`src/rtl/aes128_word_loader.sv`:
```
// aes128_word_loader: front-end for aes128_encrypt_top.
// Assembles a 128-bit key and plaintext from a 32-bit valid/ready word
// stream, holds them stable on the core inputs for CORE_LATENCY cycles,
// then captures the core's ciphertext into a result register offered
// downstream with valid/ready. The key is retained between blocks.
// Optional build macro AES_LOADER_BYTESWAP_EN: byte-reverses every stored
// input word and every 32-bit lane of the captured ciphertext.
module aes128_word_loader #(
  parameter int CORE_LATENCY = 32,
  parameter int CNT_W        = 16
) (
  input  logic         clk,
  input  logic         reset,
  input  logic [31:0]  in_data,
  input  logic         in_is_key,
  input  logic         in_valid,
  output logic         in_ready,
  output logic [31:0]  key_0,
  output logic [31:0]  key_1,
  output logic [31:0]  key_2,
  output logic [31:0]  key_3,
  output logic [31:0]  plain_text_0,
  output logic [31:0]  plain_text_1,
  output logic [31:0]  plain_text_2,
  output logic [31:0]  plain_text_3,
  input  logic [31:0]  cipher_text_0,
  input  logic [31:0]  cipher_text_1,
  input  logic [31:0]  cipher_text_2,
  input  logic [31:0]  cipher_text_3,
  output logic [127:0] ct_out,
  output logic         ct_valid,
  input  logic         ct_ready,
  output logic         busy
);

  typedef enum logic [1:0] {LOAD, SETTLE, OUT} state_t;

  localparam logic [CNT_W-1:0] SETTLE_START = CNT_W'(CORE_LATENCY);

  // Lane ordering applied to stored input words and captured result lanes.
  function automatic logic [31:0] lane_order(input logic [31:0] w);
`ifdef AES_LOADER_BYTESWAP_EN
    return {w[7:0], w[15:8], w[23:16], w[31:24]};
`else
    return w;
`endif
  endfunction

  state_t           state;
  state_t           state_nxt;
  logic [31:0]      key_r [4];
  logic [31:0]      pt_r  [4];
  logic [1:0]       key_cnt;
  logic [2:0]       pt_cnt;
  logic [2:0]       pt_cnt_nxt;
  logic             key_loaded;
  logic             key_loaded_nxt;
  logic [CNT_W-1:0] settle_cnt;
  logic             accept;
  logic             key_acc;
  logic             pt_acc;
  logic             launch;
  logic             capture;
  logic             release_ct;

  // A full plaintext group blocks further plaintext but still lets a key
  // rewrite through, hence the combinational dependence on in_is_key.
  assign in_ready = (state == LOAD) && !((pt_cnt == 3'd4) && !in_is_key);
  assign accept   = in_valid && in_ready;
  assign key_acc  = accept && in_is_key;
  assign pt_acc   = accept && !in_is_key;
  assign busy     = (state != LOAD);

  assign key_0 = key_r[0];
  assign key_1 = key_r[1];
  assign key_2 = key_r[2];
  assign key_3 = key_r[3];
  assign plain_text_0 = pt_r[0];
  assign plain_text_1 = pt_r[1];
  assign plain_text_2 = pt_r[2];
  assign plain_text_3 = pt_r[3];

  // Post-update counter/flag values, so launch can fire on the final accept edge.
  always_comb begin
    key_loaded_nxt = key_loaded;
    pt_cnt_nxt     = pt_cnt;
    if (key_acc) begin
      if (key_cnt == 2'd0) begin
        key_loaded_nxt = 1'b0;
      end else if (key_cnt == 2'd3) begin
        key_loaded_nxt = 1'b1;
      end
    end
    if (pt_acc) begin
      pt_cnt_nxt = pt_cnt + 3'd1;
    end
  end

  // Next-state decode and the single-cycle launch/capture/release strobes.
  always_comb begin
    state_nxt  = state;
    launch     = 1'b0;
    capture    = 1'b0;
    release_ct = 1'b0;
    case (state)
      LOAD: begin
        if ((pt_cnt_nxt == 3'd4) && key_loaded_nxt) begin
          launch    = 1'b1;
          state_nxt = SETTLE;
        end
      end
      SETTLE: begin
        if (settle_cnt == '0) begin
          capture   = 1'b1;
          state_nxt = OUT;
        end
      end
      OUT: begin
        if (ct_valid && ct_ready) begin
          release_ct = 1'b1;
          state_nxt  = LOAD;
        end
      end
      default: state_nxt = LOAD;
    endcase
  end

  // State register.
  always_ff @(posedge clk or posedge reset) begin
    if (reset) begin
      state <= LOAD;
    end else begin
      state <= state_nxt;
    end
  end

  // Key/plaintext word storage; only LOAD accepts, so SETTLE and OUT freeze them.
  always_ff @(posedge clk or posedge reset) begin
    if (reset) begin
      for (int i = 0; i < 4; i++) begin
        key_r[i] <= '0;
        pt_r[i]  <= '0;
      end
      key_cnt    <= '0;
      pt_cnt     <= '0;
      key_loaded <= 1'b0;
    end else begin
      if (key_acc) begin
        key_r[key_cnt] <= lane_order(in_data);
      end
      if (pt_acc) begin
        pt_r[pt_cnt[1:0]] <= lane_order(in_data);
      end
      if (key_acc) begin
        key_cnt <= key_cnt + 2'd1;
      end
      key_loaded <= key_loaded_nxt;
      pt_cnt     <= release_ct ? 3'd0 : pt_cnt_nxt;
    end
  end

  // Settle counter: loaded at launch, counts down to zero while the core works.
  always_ff @(posedge clk or posedge reset) begin
    if (reset) begin
      settle_cnt <= '0;
    end else if (launch) begin
      settle_cnt <= SETTLE_START;
    end else if ((state == SETTLE) && (settle_cnt != '0)) begin
      settle_cnt <= settle_cnt - 1'b1;
    end
  end

  // Result register: captured once per block and held until downstream takes it.
  always_ff @(posedge clk or posedge reset) begin
    if (reset) begin
      ct_out   <= '0;
      ct_valid <= 1'b0;
    end else if (capture) begin
      ct_out   <= {lane_order(cipher_text_3), lane_order(cipher_text_2),
                   lane_order(cipher_text_1), lane_order(cipher_text_0)};
      ct_valid <= 1'b1;
    end else if (release_ct) begin
      ct_valid <= 1'b0;
    end
  end

endmodule

```
`config.mk`:
```
export PLATFORM = sky130hd
export DESIGN_NAME = aes128_word_loader
export DESIGN_NICKNAME = d
export VERILOG_FILES = /design/src/rtl/aes128_word_loader.sv
export SDC_FILE = /design/constraint.sdc
export NUM_CORES = 1
export LEC_CHECK = 0
export ABC_CLOCK_PERIOD_IN_PS = 18700
export CORE_AREA = 5 5 210 212
export CTS_CLUSTER_DIAMETER = 150
export DETAILED_ROUTE_END_ITERATION = 10
export DIE_AREA = 0 0 215 217
export PLACE_DENSITY = 0.66
export SETUP_SLACK_MARGIN = 0.4
export SYNTH_ARGS = -nofsm -noshare
export SYNTH_HDL_FRONTEND = slang
export SYNTH_SLANG_ARGS = --single-unit
```
`constraint.sdc`:
```
create_clock -name clk -period 18.7 [get_ports clk]
set_input_delay 4.675 -clock clk [delete_from_list [all_inputs] [get_ports clk]]
set_output_delay 4.675 -clock clk [all_outputs]
set_load 0.1 [all_outputs]
```
==> metrics, run 1 <==
post_cts resized 0; Syn Nets between 1k and 1.5k; Post-DP HPWL 34.0 mm; Post CTS Setup Buffer Count 0; Finished Cell Area ~0.023 sq mm; crit-path max cell delay 1.14 ns; Min-Delay Endpoint ct_out[126]; WS Path Type primary input to primary output; EDFF count, synth 0; CP Data Required Time 14.03 ns; drt drc 0; vias per inst 4.83; synth warn 0; cells after synthesis roughly 960; status completed; MaxCap Viol Count 0; CP bufs+invs 2; crit end category primary output; RSZ-0062 raised after global routing false; final max-slew violation count 0; Metal-1 WL 18.3 mm; Worst Tran Pin Value 1.22 ns; DR iter-0 viols between 500 and 600; flops & latches, synth 409; Die Area 0.0467 sq mm; Hold WC Path Type flop to flop; crit share post-route 59.7%; Final setup viols 0; Total Routing Usage GR 19.9%; clock latency on the worst-skew pair 0.57 ns; nature of the critical path startpoint primary input; vias 10.1k; Top Family by Delay on Critical Path buffers and inverters; setup_tns 0 ns; Starting Density 37.5%; Hold Buf Count CTS 0; Max Used Layer met5; final wirelength 47.3 mm; most common cell after layout, fill and taps aside clkdlybuf4s50_1; average routed wire per standard cell 22.6 um; Area Overhead vs Synth 47.1%; Row Count 75; Slew headroom 18.9%; critical path's slowest cell clkdlybuf4s50_1; # IOs 552; layout cells sized above 1 29.0%; CTS Buf Count 44; Top FF cell, synth dfrtp_1; flop-to-flop setup slack about 15 ns; vias in the first global route 11.2k; Die Y 217 um; Clock Sinks 409; GP Congestion approximately 0.77; CTS tree yes; Worst Reg2Reg Path Length in Cells 7; minimum clock period around 11 ns; DR WL met3 4.89 mm; HP Start ct_out[126]; Final ANT Viol Nets 0; sequential fraction of the synthesis area 65.3%; antenna violations before repair 3; syn avg cell area 16.3 sq um; placed cell area 0.0217 sq mm; most frequent cells in the layout clkdlybuf4s50_1, dfrtp_1, mux2_2, clkbuf_16, nor2_1; Die Wd between 200 and 250 um; final std cells w/o fill 2096; endpoints failing hold 0; Post-Place Cells 2017; CTS Buffer Depth 3; worst reg2reg path endpoint ct_out[18]; largest net degree at the start of global routing 178; R2R Path Start settle_cnt[0]; Distinct cells, synth 39; Pre-antenna DRT Iters 4; Clock transition at path regs 0.06 ns; Cell Area, Synth between 0.015 and 0.02 sq mm; Hold Crit Depth 1; Clock Tree Root clkbuf_16; Fin Clk Skew 0.0190 ns; crit path cell chain clkdlybuf4s50_1, nor2_1, nor2_1, clkdlybuf4s50_1; crit-path max FO 3; post-layout net count 1699; async set-reset flop share out of synthesis 100%; remaining global-route overflow 0; maximum level of the CTS H-tree 2; fmax 89.5 MHz; metal2 WL 23.1 mm; core box area 0.0418 sq mm; first-pass GRT wire length approximately 72 mm; count of input and output buffers approximately 550; Worst EP arrival 6.50 ns
==> cell usage after synthesis, types with 4 or more instances <==
master	count	area, sq um
dfrtp_1	409	10200
mux2_2	367	4130
nor2_1	28	105
buf_2	25	125
mux2_1	17	191
nand2_1	16	60.1
buf_6	12	135
ha_1	10	125
inv_1	9	33.8
xor2_1	9	78.8
xnor2_1	6	52.6
a21oi_1	5	25.0
nand3_1	4	20.0
nor3_1	4	20.0
==> registers in the layout, indices dropped and copies added (netlist names) <==
name,cells
key_loaded,1
plain_text_2,32
ct_out,128
plain_text_1,32
key_3,32
key_1,32
pt_cnt,3
plain_text_3,32
ct_valid,1
settle_cnt,16
key_0,32
key_2,32
state,2
key_cnt,2
plain_text_0,32
==> stage by stage <==
step           worst slack (ns)  hold slack [ns]  util (%)
2_1_floorplan              2.65            0.506         -
3_3_place_gp               7.49            0.467      51.9
3_5_place_dp               7.52            0.478      51.9
4_1_cts                    7.52            0.488      55.2
5_1_grt                    7.42            0.501      55.2
6_report                   7.53            0.483      55.2
==> logic make-up after synthesis <==
group,Yosys count,share of synthesized area (%)
adders and majority gates,10,0.799
DFF,409,65.3
buffers and inverters,51,2.02
xor gates and xnor gates,15,0.839
and+or+nand+nor,79,2.82
AOI/OAI and AO/OA,11,0.447
muxes,386,27.7
==> how the worst max path moves through the flow <==
stage / from / endpoint / slack [ns] / cells after the start
6_report: in_is_key / in_ready / 7.53 / 4
4_1_cts: in_is_key / in_ready / 7.52 / 4
5_1_grt: in_is_key / in_ready / 7.42 / 4
3_5_place_dp: in_is_key / in_ready / 7.52 / 4
3_3_place_gp: in_is_key / in_ready / 7.49 / 4
2_1_floorplan: reset / ct_out[0] / 2.65 / 1
==> per-layer routing <==
| metal | vias up | GRT usage (%) |
|---|---|---|
| li1 | 4534 | - |
| met5 | - | 0 |
| met1 | 5143 | 23.3 |
| met3 | 53 | 9.19 |
| met4 | 2 | 4.80 |
| met2 | 396 | 33.7 |
==> cell type report <==
type,instances,area (sq um)
inverters,9,41.3
flip-flops and latches,409,10200
clock inverters,7,81.3
multi-input cells,501,5130
fillers,3442,18700
repair buffers,559,5590
clock buffers,70,1290
diodes,2,5.00
well taps,539,674
Power of run 1 is left out: the tool's default activity adds up to more than one toggle a clock period on the data nets, which glitch-free logic cannot reach.
==> inputs of run 2 (changes only) <==
- ABC_CLOCK_PERIOD_IN_PS: 18700 -> 9300
- PLACE_DENSITY: 0.66 -> 0.68
- clock period: 18.7 -> 9.3 ns (I/O delays scaled with it)
==> run 2 against run 1 <==
  * Critical path depth unchanged
  * First-iteration DRC count shrank 14%
  * Clock skew decreased by 0.0038 ns
  * Utilization is 0.29 points higher
  * Via count increased by 0.69%
  * Cell count increased by 0.19%
  * Critical path type unchanged
  * Flip-flop and latch count stayed put
  * Global-route usage decreased by 0.43 points
  * Die area unchanged
  * Hold slack improved by 0.0047 ns
==> metrics, run 2 (synthesis gave the netlist of run 1 again) <==
fmax 154 MHz; post-layout net count 1701 (+0.12%); Fin Clk Skew 0.0153 ns (-0.00378 ns); Area Overhead vs Synth 47.9%; remaining global-route overflow 0 (unchanged); largest net degree at the start of global routing 155 (-13%); Min-Delay Endpoint ct_out[127]; count of input and output buffers 551 (unchanged); first-pass GRT wire length 70.2 mm (-2.1%); max FFs per register 128 (unchanged); CTS Buf Count 45 (+2.3%); crit share post-route 69.6%; diode count 0 (-2); Worst Reg2Reg Path Length in Cells 7 (unchanged); final wirelength 46.4 mm (-2.0%); Row Count 75 (unchanged); Worst EP arrival 4.15 ns (-2.35 ns); Post CTS Setup Buffer Count 0 (unchanged); HP Start ct_out[127]; drt drc 0 (unchanged); Slew headroom 22.7% (+3.8 points); Starting Density 37.5% (unchanged); Final ANT Viol Nets 0 (unchanged); average routed wire per standard cell 22.1 um (-2.2%); worst setup margin 2.83 ns (-4.70 ns); vias in the first global route 11.0k (-1.2%); Clock Tree Root clkbuf_16; vias 10.2k (+0.69%); Post-DP HPWL 33.8 mm (-0.57%); status completed; post_cts resized 0 (unchanged); MaxCap Viol Count 0 (unchanged); worst reg2reg path endpoint ct_out[86]; layout cells sized above 1 29.7% (+0.72 points); maximum level of the CTS H-tree 2 (unchanged); crit-path max FO 3 (unchanged); setup_tns 0 ns (unchanged); antenna violations before repair 2 (-1); # IOs 552 (unchanged); most common cell after layout, fill and taps aside clkdlybuf4s50_1; WS Path Type primary input to primary output; Clock Sinks 409 (unchanged); DR iter-0 viols 484 (-14%); Hold Buf Count CTS 0 (unchanged); Hold Crit Depth 1 (unchanged); Total Routing Usage GR 19.5% (-0.43 points); Worst Tran Pin Value 1.16 ns (-0.0607 ns); Clock transition at path regs 0.05 ns (about the same); CTS tree yes; minimum clock period 6.47 ns; Final setup viols 0 (unchanged); clock latency on the worst-skew pair 0.55 ns (-0.02 ns); Die Wd 215 um (unchanged); DP Worst Slack 2.80 ns (-4.71 ns); crit end category primary output; CP Data Required Time 6.98 ns (-7.05 ns); most frequent cells in the layout clkdlybuf4s50_1, dfrtp_1, mux2_2, clkbuf_16, nor2_1; flop-to-flop setup slack 5.72 ns (-9.44 ns); Hold WC Path Type flop to flop; Pre-antenna DRT Iters 4 (unchanged); final max-slew violation count 0 (unchanged); CTS Buffer Depth 3 (unchanged); endpoints failing hold 0 (unchanged); core box area 0.0418 sq mm (unchanged); R2R Path Start settle_cnt[0]; largest register by flop count ct_out; Die Area 0.0467 sq mm (unchanged); vias per inst 4.86 (+0.50%); GP Congestion 0.791 (+2.6%); Die Y 217 um (unchanged); nature of the critical path startpoint primary input; RSZ-0062 raised after global routing false
## run 2: cell count changes in the layout (fill, tap and decap cells not counted), sizes merged
| cell | delta |
|---|---|
| inv | +1 |
| clkbuf | -3 |
| clkinv | +6 |
| bufinv | +1 |
| buf | +1 |
| diode | -2 |
## run 2: worst max path at each step
| stage | start | endpoint |
|---|---|---|
| 2_1_floorplan | reset | ct_out[0] |
| 3_5_place_dp | in_is_key | in_ready |
| 3_3_place_gp | in_is_key | in_ready |
| 6_report | in_is_key | in_ready |
| 5_1_grt | in_is_key | in_ready |
| 4_1_cts | in_is_key | in_ready |
## run 2: worst max-delay path, cell delays in order
cell and delay (ns):
clkdlybuf4s50_1 0.54, nor2_1 0.07, nor2_1 0.08, clkdlybuf4s50_1 1.13
## run 2: cell type report
type	instances	area (sq um)
clock buffer	67	1330
tap	539	674
multi-input combinational	501	5130
fill	3400	18600
inverter	9	37.5
timing repair buffer	560	5620
clock inverter	15	140
sequential	409	10200
## run 2: stage by stage
stage,cells,cell area [sq um],util [%],hold slack [ns]
4_1_cts,2100,23200,55.5,0.495
5_1_grt,2100,23200,55.5,0.510
2_1_floorplan,961,15700,-,0.506
3_5_place_dp,2018,21700,52.0,0.478
6_report,2100,23200,55.5,0.488
3_3_place_gp,2018,21700,52.0,0.468
## run 2: metal layers
metal | global-route usage [%] | routed length, um | vias to the layer above
met3 | 8.53 | 4820 | 69
met1 | 22.9 | 18000 | 5206
met2 | 32.6 | 22300 | 397
li1 | - | - | 4522
met5 | 0 | 14 | -
met4 | 5.97 | 1180 | 4
Power of run 2 is left out for the same reason.
==> inputs of run 3 (changes only) <==
- ABC_CLOCK_PERIOD_IN_PS: 9300 -> 5800
- clock period: 9.3 -> 5.8 ns (I/O delays scaled with it)
==> run 3 against run 2 <==
  * Register-to-register slack lost 2.7 ns
  * Cell count shrank 0.14%
  * Die area is the same
  * Non-clock buffer count shrank 2
  * Global-route usage grew 0.20 points
  * First-iteration DRC count shrank 6.2%
  * Highest routed layer unchanged
  * Clock skew grew 0.0078 ns
  * Clock-buffer cell count shrank 1
==> metrics, run 3 (synthesis gave the netlist of run 1 again) <==
Final setup viols 0 (unchanged); count of input and output buffers 551 (unchanged); average routed wire per standard cell 22.3 um (+1.0%); Total Routing Usage GR 19.7% (+0.20 points); Clock Tree Root clkbuf_16; Row Count 75 (unchanged); post-layout net count 1697 (-0.24%); RSZ-0062 raised after global routing false; CTS Buffer Depth 3 (unchanged); Post-DP HPWL 34.1 mm (+1.0%); Clock transition at path regs 0.06 ns (about the same); CTS Buf Count 43 (-4.4%); clock latency on the worst-skew pair 0.56 ns (about the same); crit-path max cell delay 0.53 ns (-0.60 ns); Filler cells 3411 (+0.32%); DR WL met3 4.66 mm (-3.3%); DR iter-0 viols 454 (-6.2%); Final ANT Viol Nets 0 (unchanged); endpoints failing hold 0 (unchanged); largest register by flop count ct_out; post_cts resized 0 (unchanged); vias 10.1k (-0.51%); final max-slew violation count 0 (unchanged); MaxCap Viol Count 0 (unchanged); crit share post-route 67.0%; critical path's slowest cell clkdlybuf4s50_1; setup_tns 0 ns (unchanged); drt drc 0 (unchanged); largest net degree at the start of global routing 144 (-7.1%); WS Path Type primary input to primary output; Die Wd 215 um (unchanged); Worst Tran Pin Value 1.18 ns (+0.0232 ns); CP Data Required Time 4.35 ns (-2.63 ns); crit end category primary output; Area Overhead vs Synth 47.7%; nature of the critical path startpoint primary input; Hold WC Path Type flop to flop; core box area 0.0418 sq mm (unchanged); Die Area 0.0467 sq mm (unchanged); Hold Buf Count CTS 0 (unchanged); crit-path max FO 3 (unchanged); status completed; Metal-1 WL 18.0 mm (-0.22%); maximum level of the CTS H-tree 2 (unchanged); antenna violations before repair 4 (+2); Finished Cell Area 0.0231 sq mm (-0.12%); vias per inst 4.84 (-0.37%); most frequent cells in the layout clkdlybuf4s50_1, dfrtp_1, mux2_2, clkbuf_16, nor2_1; minimum clock period around 3.9 ns; Die Y 217 um (unchanged); final wirelength 46.8 mm (+0.87%); layout cells sized above 1 29.5% (-0.18 points); CTS tree yes; Worst EP arrival 2.43 ns (-1.72 ns); Clock Sinks 409 (unchanged); metal2 WL 22.5 mm (+0.85%); Starting Density 37.5% (unchanged); GP Congestion 0.786 (-0.71%); first-pass GRT wire length 71.1 mm (+1.3%); Post CTS Setup Buffer Count 0 (unchanged); Fin Hold WS 0.485 ns (-0.00266 ns); CP most frequent cell nor2_1; vias in the first global route 11.1k (+0.18%); most common cell after layout, fill and taps aside clkdlybuf4s50_1; fmax approximately 260 MHz; Pre-antenna DRT Iters 4 (unchanged); remaining global-route overflow 0 (unchanged); Fin Clk Skew 0.0230 ns (+0.00777 ns); max FFs per register 128 (unchanged); placed cell area 0.0217 sq mm (about the same); Slew headroom 21.2% (-1.6 points); # IOs 552 (unchanged); Max Used Layer met5; crit path cell chain clkdlybuf4s50_1, nor2_1, nor2_1, buf_4
[run 3: changes by cell type in the layout (fill, tap and decap cells not counted), sizes merged]
cell           before  now
buf                 9    8
clkinv             10    7
inv                11   10
clkbuf             67   66
clkinvlp            1    4
diode               0    1
clkdlybuf4s50     551  550
[run 3: worst max-delay path: cells and delay by family]
kind	cells	cell delay (ns)
buffers and inverters	2	0.82
and+or+nand+nor	2	0.15
[run 3: final timing paths]
path	to	cells past startpoint	start	slack [ns]
setup / recovery	in_ready	4	in_is_key	1.92
hold / removal	ct_out[91]	1	ct_out[91]	0.49
setup reg to reg	ct_out[8]	7	settle_cnt[0]	2.99
hold reg to reg	ct_out[91]	1	ct_out[91]	0.49
max in group asynchronous	pt_cnt[2]	3	reset	3.33
min in group asynchronous	plain_text_0[10]	2	reset	1.30
[run 3: area by class of cell]
| cell class | count | area, sq um | share of cell area (%) |
|---|---|---|---|
| Antenna cell | 1 | 2.50 | 0.0108 |
| Clock buffer | 66 | 1290 | 5.59 |
| Clock inverter | 14 | 150 | 0.649 |
| Inverter | 9 | 37.5 | 0.162 |
| Multi-Input combinational cell | 501 | 5130 | 22.2 |
| Sequential cell | 409 | 10200 | 44.2 |
| Tap cell | 539 | 674 | 2.91 |
| Timing Repair Buffer | 558 | 5620 | 24.3 |
[run 3: through the flow]
stage	instances	util, %	setup slack, ns
2_1_floorplan	961	-	-1.16
3_3_place_gp	2016	52.0	1.88
3_5_place_dp	2016	52.0	1.88
4_1_cts	2096	55.4	1.90
5_1_grt	2097	55.4	1.86
6_report	2097	55.4	1.92
[run 3: per-layer routing]
metal	vias to the layer above	track usage, %
li1	4515	-
met3	77	8.12
met2	407	32.8
met1	5141	23.1
met4	6	7.34
met5	-	0
Power of run 3 is left out for the same reason.
